File: src/rtl/cpu_types_pkg.sv
// Shared CPU/memory types: word, RAM status and arbiter FSM state.
package cpu_types_pkg;

    localparam int unsigned WORD_W = 32;
    localparam int unsigned PERF_W = 32;

    typedef logic [WORD_W-1:0] word_t;

    typedef enum logic [1:0] {
        FREE   = 2'd0,
        BUSY   = 2'd1,
        ACCESS = 2'd2,
        ERROR  = 2'd3
    } ramstate_t;

    typedef enum logic {
        IDLE = 1'b0,
        XFER = 1'b1
    } arb_state_t;

    // Index width for n items; never narrower than one bit.
    function automatic int unsigned idx_w(input int unsigned n);
        return (n > 1) ? $clog2(n) : 1;
    endfunction

endpackage

File: src/rtl/rr_pick.sv
// Combinational round-robin picker: first set request at or above rr_ptr, wrapping.
module rr_pick
    import cpu_types_pkg::*;
#(
    parameter  int unsigned N  = 4,
    localparam int unsigned PW = idx_w(N)
) (
    input  logic [N-1:0]  req,
    input  logic [PW-1:0] rr_ptr,
    output logic [PW-1:0] grant_idx,
    output logic          any
);

    int unsigned w_idx;

    // Scan N positions starting at rr_ptr; the first hit wins.
    always_comb begin
        grant_idx = '0;
        any       = 1'b0;
        w_idx     = 0;
        for (int unsigned k = 0; k < N; k++) begin
            w_idx = (32'(rr_ptr) + k) % N;
            if (!any && req[PW'(w_idx)]) begin
                any       = 1'b1;
                grant_idx = PW'(w_idx);
            end
        end
    end

endmodule

File: src/rtl/mem_arbiter_rr.sv
// Round-robin RAM arbiter between CPUS cores (icache + dcache each) and one RAM.
// Grant is held for a whole RAM transaction; dropping the request aborts it.
// Optional per-requester completion counters: define MEM_ARB_PERF_EN.
module mem_arbiter_rr
    import cpu_types_pkg::*;
#(
    parameter  int unsigned CPUS = 2,
    parameter  int unsigned AW   = 32,
    parameter  int unsigned DW   = 32,
    localparam int unsigned REQS = 2 * CPUS,
    localparam int unsigned PW   = idx_w(REQS),
    localparam int unsigned CW   = idx_w(CPUS)
) (
    input  logic                     CLK,
    input  logic                     nRST,
    input  logic [CPUS-1:0]          iREN,
    input  logic [CPUS-1:0][AW-1:0]  iaddr,
    input  logic [CPUS-1:0]          dREN,
    input  logic [CPUS-1:0]          dWEN,
    input  logic [CPUS-1:0][AW-1:0]  daddr,
    input  logic [CPUS-1:0][DW-1:0]  dstore,
    output logic [CPUS-1:0]          iwait,
    output logic [CPUS-1:0]          dwait,
    output logic [CPUS-1:0][DW-1:0]  iload,
    output logic [CPUS-1:0][DW-1:0]  dload,
    output logic                     ramREN,
    output logic                     ramWEN,
    output logic [AW-1:0]            ramaddr,
    output logic [DW-1:0]            ramstore,
    input  logic [DW-1:0]            ramload,
    input  ramstate_t                ramstate
`ifdef MEM_ARB_PERF_EN
    ,
    output logic [REQS-1:0][PERF_W-1:0] perf_grants
`endif
);

    arb_state_t        r_state;
    arb_state_t        w_state_nxt;
    logic [PW-1:0]     r_owner;
    logic [PW-1:0]     w_owner_nxt;
    logic [PW-1:0]     r_rr_ptr;
    logic [PW-1:0]     w_rr_ptr_nxt;
    logic [REQS-1:0]   w_req;
    logic [PW-1:0]     w_grant_idx;
    logic              w_any;
    logic [CW-1:0]     w_core;
    logic              w_is_icache;
    logic              w_owner_req;
    logic              w_done;

    // Requester vector: even index = dcache, odd index = icache of the same core.
    for (genvar g = 0; g < CPUS; g++) begin : g_req
        assign w_req[2*g]   = dREN[g] | dWEN[g];
        assign w_req[2*g+1] = iREN[g];
        assign iload[g]     = ramload;
        assign dload[g]     = ramload;
    end

    assign w_core      = CW'(r_owner >> 1);
    assign w_is_icache = r_owner[0];
    assign w_owner_req = w_req[r_owner];

    rr_pick #(
        .N (REQS)
    ) u_rr_pick (
        .req       (w_req),
        .rr_ptr    (r_rr_ptr),
        .grant_idx (w_grant_idx),
        .any       (w_any)
    );

    // State, owner and round-robin pointer registers.
    always_ff @(posedge CLK or negedge nRST) begin
        if (!nRST) begin
            r_state  <= IDLE;
            r_owner  <= '0;
            r_rr_ptr <= '0;
        end else begin
            r_state  <= w_state_nxt;
            r_owner  <= w_owner_nxt;
            r_rr_ptr <= w_rr_ptr_nxt;
        end
    end

    // Next-state logic and per-port wait outputs; ACCESS takes priority over an abort.
    always_comb begin
        w_state_nxt  = r_state;
        w_owner_nxt  = r_owner;
        w_rr_ptr_nxt = r_rr_ptr;
        w_done       = 1'b0;
        iwait        = '1;
        dwait        = '1;
        case (r_state)
            IDLE: begin
                if (w_any) begin
                    w_owner_nxt = w_grant_idx;
                    w_state_nxt = XFER;
                end
            end
            XFER: begin
                if (ramstate == ACCESS) begin
                    w_done       = 1'b1;
                    w_rr_ptr_nxt = (r_owner == PW'(REQS - 1)) ? '0 : r_owner + PW'(1);
                    w_state_nxt  = IDLE;
                    if (w_is_icache) begin
                        iwait[w_core] = 1'b0;
                    end else begin
                        dwait[w_core] = 1'b0;
                    end
                end else if (!w_owner_req) begin
                    w_state_nxt = IDLE;
                end
            end
            default: begin
                w_state_nxt = IDLE;
            end
        endcase
    end

    // RAM strobes, address and write data steered from the current owner.
    always_comb begin
        ramREN   = 1'b0;
        ramWEN   = 1'b0;
        ramaddr  = '0;
        ramstore = '0;
        if (r_state == XFER) begin
            if (w_is_icache) begin
                ramREN  = 1'b1;
                ramaddr = iaddr[w_core];
            end else begin
                ramREN   = dREN[w_core];
                ramWEN   = dWEN[w_core] & ~dREN[w_core];
                ramaddr  = daddr[w_core];
                ramstore = dstore[w_core];
            end
        end
    end

`ifdef MEM_ARB_PERF_EN
    logic [REQS-1:0][PERF_W-1:0] r_perf;

    // Saturating completion counters; aborts never reach w_done.
    always_ff @(posedge CLK or negedge nRST) begin
        if (!nRST) begin
            r_perf <= '0;
        end else if (w_done && (r_perf[r_owner] != '1)) begin
            r_perf[r_owner] <= r_perf[r_owner] + PERF_W'(1);
        end
    end

    assign perf_grants = r_perf;
`endif

endmodule

File: config.mk
export PLATFORM = sky130hd
export DESIGN_NAME = mem_arbiter_rr
export DESIGN_NICKNAME = d
export VERILOG_FILES = /design/src/rtl/cpu_types_pkg.sv /design/src/rtl/rr_pick.sv /design/src/rtl/mem_arbiter_rr.sv
export SDC_FILE = /design/constraint.sdc
export NUM_CORES = 1
export LEC_CHECK = 0
export ABC_AREA = 1
export ABC_CLOCK_PERIOD_IN_PS = 1800
export BUFFER_PORTS_ARGS = -buffer_cell sky130_fd_sc_hd__buf_2
export CELL_PAD_IN_SITES_DETAIL_PLACEMENT = 1
export CELL_PAD_IN_SITES_GLOBAL_PLACEMENT = 1
export CORE_AREA = 2 2 167 169
export DETAILED_ROUTE_END_ITERATION = 12
export DIE_AREA = 0 0 169 171
export PLACE_DENSITY = 0.67
export SYNTH_ARGS = -nofsm -noshare
export SYNTH_HDL_FRONTEND = slang
export SYNTH_SLANG_ARGS = --single-unit
export TNS_END_PERCENT = 10
File: constraint.sdc
create_clock -name CLK -period 1.8 [get_ports CLK]
set_input_delay 0.18 -clock CLK [delete_from_list [all_inputs] [get_ports CLK]]
set_output_delay 0.18 -clock CLK [all_outputs]
set_load 0.02 [all_outputs]
==> run_summary.xml <==
<?xml version="1.0" encoding="UTF-8"?>
<metrics>
  <group name="run_status">
    <metric name="outcome" unit="">complete, but fails checks</metric>
    <metric name="failed_checks" unit="">negative setup slack</metric>
  </group>
  <group name="floorplan">
    <metric name="starting_density_of_the_core" unit="%">11.0</metric>
    <metric name="top_level_ports" unit="">432</metric>
    <metric name="die_area" unit="sq mm">0.0289</metric>
    <metric name="die_height" unit="microns">171</metric>
    <metric name="floorplan.rows" unit="">61</metric>
    <metric name="floorplan.core_area" unit="sq mm">0.0273</metric>
    <metric name="die_width" unit="microns">169</metric>
  </group>
  <group name="power_and_ir_drop">
    <metric name="share_seq_of_total_power" unit="%">4.0</metric>
    <metric name="vdd.ir_drop.worst" unit="uV">593</metric>
    <metric name="clock_share_of_power" unit="%">4.6</metric>
    <metric name="p_total" unit="mW">8.15</metric>
    <metric name="leakage" unit="nW">2.22</metric>
    <metric name="sw_frac_of_total" unit="%">59.1</metric>
    <metric name="cellInternalPower" unit="mW">3.33</metric>
    <metric name="power_density" unit="mW/mm^2">1840</metric>
    <metric name="power.share.combinational" unit="%">91.4</metric>
    <metric name="netSwitchingPower" unit="mW">4.81</metric>
  </group>
  <group name="route">
    <metric name="vias_per_instance" unit="">3.86</metric>
    <metric name="routedWlPerCell" unit="microns">17.9</metric>
    <metric name="drt-initial-drc-count" unit="">135</metric>
    <metric name="dr_vias" unit="">4039</metric>
    <metric name="wl" unit="microns">18700</metric>
    <metric name="drcViolationCount" unit="">0</metric>
    <metric name="drt.antenna.violating_nets" unit="">0</metric>
    <metric name="firstDrtPassIters" unit="">4</metric>
  </group>
  <group name="timing">
    <metric name="setup_viol" unit="">9</metric>
    <metric name="drv_slew" unit="">0</metric>
    <metric name="max-slew-margin-rel" unit="%">77.4</metric>
    <metric name="finalHoldViolCount" unit="">0</metric>
    <metric name="worst_pin_slew" unit="ns">0.336</metric>
    <metric name="final.setup_skew" unit="ns">0.000797</metric>
    <metric name="setup_ws" unit="ns">-0.0319</metric>
    <metric name="finalWorstPathRequiredPeriod" unit="ns">1.83</metric>
    <metric name="fmaxAchievable" unit="MHz">546</metric>
    <metric name="rsz0062_at_grt" unit="">true</metric>
    <metric name="layout_worst_path_cycle_share" unit="%">102</metric>
  </group>
  <group name="logic_synthesis">
    <metric name="yosys.area.top_type" unit="">buf_4</metric>
    <metric name="synthesis.nets" unit="">793</metric>
    <metric name="synthCells" unit="">554</metric>
    <metric name="synth_seq_area_share" unit="%">4.16</metric>
    <metric name="yosys_warnings" unit="">0</metric>
    <metric name="ys_top_cells_by_area" unit="">buf_4 (32%), nor2_1 (23%), o21ai_0 (12%)</metric>
    <metric name="synth-seq-cells" unit="">5</metric>
    <metric name="post_synth_num_cell_types" unit="">26</metric>
    <metric name="syn-mean-instance-area" unit="sq um">5.42</metric>
    <metric name="mappedNetlistArea" unit="sq mm">0.00301</metric>
    <metric name="synth_largest_type_area_fraction" unit="%">32.0</metric>
  </group>
  <group name="cells_and_area">
    <metric name="final_layout_size_suffix_gt1_share" unit="%">49.7</metric>
    <metric name="fin_area" unit="sq mm">0.00443</metric>
    <metric name="design.final.nets" unit="">938</metric>
    <metric name="flow.area_growth_from_synthesis" unit="%">47.4</metric>
  </group>
  <group name="clock_network">
    <metric name="ctsHtreeMaxLevel" unit="">1</metric>
    <metric name="inserted_clock_buffers" unit="">3</metric>
    <metric name="clock_sink_count" unit="">5</metric>
    <metric name="clk_latency" unit="ns">0.23</metric>
    <metric name="clock_tree_from_tritoncts" unit="">done</metric>
    <metric name="clk_pin_slew_worst_paths" unit="ns">0.03</metric>
    <metric name="clockBufferDepth" unit="">2</metric>
    <metric name="cts-root-buf" unit="">clkbuf_16</metric>
  </group>
  <group name="setup_path">
    <metric name="worstSetupPathType" unit="">flop to output pin</metric>
    <metric name="crit_path_end_kind" unit="">output pin</metric>
    <metric name="critPathRequiredTime" unit="ns">1.62</metric>
    <metric name="critPathMaxFanout" unit="">6</metric>
    <metric name="start_kind" unit="">flop</metric>
    <metric name="cp_data_arrival_time" unit="ns">1.65</metric>
  </group>
  <group name="placement">
    <metric name="io_buffers" unit="">271</metric>
    <metric name="gp_congestion" unit="">0.759</metric>
    <metric name="dpl.hpwl" unit="microns">14400</metric>
    <metric name="postPlaceCellArea" unit="sq mm">0.00388</metric>
  </group>
  <group name="run">
    <metric name="max_cap_viol_count" unit="">0</metric>
  </group>
  <group name="global_routing">
    <metric name="first_global_vias" unit="">3920</metric>
    <metric name="grt_max_degree" unit="">42</metric>
    <metric name="first_pass_grt_wire_length" unit="microns">24900</metric>
    <metric name="total_global_routing_track_utilization" unit="%">11.6</metric>
    <metric name="grt_antenna_before_repair" unit="">3</metric>
    <metric name="grt-ovfl-total" unit="">0</metric>
  </group>
  <group name="min_path">
    <metric name="min-delay-path-class" unit="">primary input to flop</metric>
  </group>
</metrics>
## synthesized netlist by cell type, drive strengths merged
library cell,number
nor4,1
nor2,189
dfrtp,5
ha,5
o21ai,87
inv,14
o2bb2ai,1
buf,142
nand4,1
o211ai,1
nand2,41
nand3,10
clkbuf,20
o32ai,16
a21oi,20
or2,1
## final cells by class
type	instances	area (sq um)
Clock buffer	4	78.8
Multi-Input combinational cell	373	1870
Inverter	14	70.1
Timing Repair Buffer	302	1840
Fill cell	3497	22900
Sequential cell	5	130
Antenna cell	2	5.00
Tap cell	346	433
## critical path, stage by stage (launching register included)
cell,delay (ns)
dfrtp_4,0.50
clkinv_8,0.10
buf_12,0.15
buf_12,0.13
buf_4,0.14
o21ai_1,0.15
a21oi_1,0.09
buf_4,0.16
## kinds of logic after synthesis
logic type / synth area share, %
compound gates: 23.0
fa+ha+maj: 2.08
simple gates: 31.9
buf+inv: 38.8
flops: 4.16
## cell usage in the layout, fill, tap and decap left out, types with 2 or more instances in the layout
| cell | n |
|---|---|
| buf_4 | 29 |
| inv_1 | 8 |
| nor2_4 | 6 |
| o21ai_2 | 5 |
| inv_4 | 2 |
| buf_12 | 8 |
| o32ai_2 | 4 |
| a21oi_1 | 17 |
| nand2_1 | 35 |
| ha_1 | 5 |
| o21ai_4 | 2 |
| nand2_2 | 5 |
| nor2_2 | 7 |
| clkbuf_16 | 5 |
| a21oi_2 | 2 |
| o32ai_1 | 12 |
| nor2_1 | 176 |
| o21ai_1 | 33 |
| inv_2 | 3 |
| dfrtp_1 | 3 |
| buf_2 | 253 |
| o21ai_0 | 47 |
| nand3_1 | 9 |
| diode_2 | 2 |
| buf_6 | 7 |
## flip-flops by register name, summed over array words and instances, names as in the netlist
| name | cells |
|---|---|
| r_owner | 2 |
| r_rr_ptr | 2 |
| r_state | 1 |
## routing by layer
| metal | vias to the layer above | part of all wire, % | global-route usage (%) |
|---|---|---|---|
| li1 | 1960 | - | - |
| met1 | 1837 | 38 | 13.2 |
| met2 | 215 | 53 | 22.1 |
| met3 | 27 | 7.2 | 2.41 |
| met4 | 0 | 1.3 | 2.53 |
| met5 | - | 0 | 0 |
## power by group through the flow
stage	registers, mW	logic [mW]	clock network, mW
final	0.329	7.44	0.375
after global routing	0.346	8.13	0.397
after CTS	0.323	6.99	0.385
after detailed placement	0.306	6.29	0
after global placement	0.296	6.22	0
after floorplan	0.220	4.32	0
## stage by stage
stage | TNS [ns] | hold WS (ns) | cells | setup WS (ns) | utilization (%)
after floorplan | 0 | -0.116 | 554 | 0.0714 | -
after global placement | -0.0941 | 0.0263 | 1022 | -0.0941 | 14.2
after detailed placement | -0.0373 | 0.0265 | 1022 | -0.0373 | 14.2
after CTS | -0.331 | 0.251 | 1034 | -0.0560 | 15.3
after global routing | -2.66 | 0.271 | 1045 | -0.0981 | 16.2
final | -0.194 | 0.251 | 1046 | -0.0319 | 16.2
## final timing paths
check | from | to | slack [ns] | cells past startpoint
worst min-delay path | ramstate[0] | r_state$_DFF_PN0_ | 0.25 | 3
min in group asynchronous | nRST | r_owner[1]$_DFFE_PN0P_ | 0.32 | 2
worst min register to register | r_state$_DFF_PN0_ | r_state$_DFF_PN0_ | 0.63 | 2
max in group asynchronous | nRST | r_owner[1]$_DFFE_PN0P_ | 1.30 | 2
worst max register to register | r_rr_ptr[0]$_DFFE_PN0P_ | r_owner[0]$_DFFE_PN0P_ | 0.26 | 10
worst max-delay path | r_owner[1]$_DFFE_PN0P_ | ramaddr[4] | -0.03 | 7
## what timing repair did
item,4_1_cts,5_1_grt
resized for setup,34,59
setup buffers,4,9
endpoints found under the setup margin,29,65
hold buffers,1,0
pin swaps,1,13
gates cloned,3,2
endpoints found under the hold margin,5,0
(Power assumes the default switching activity.)
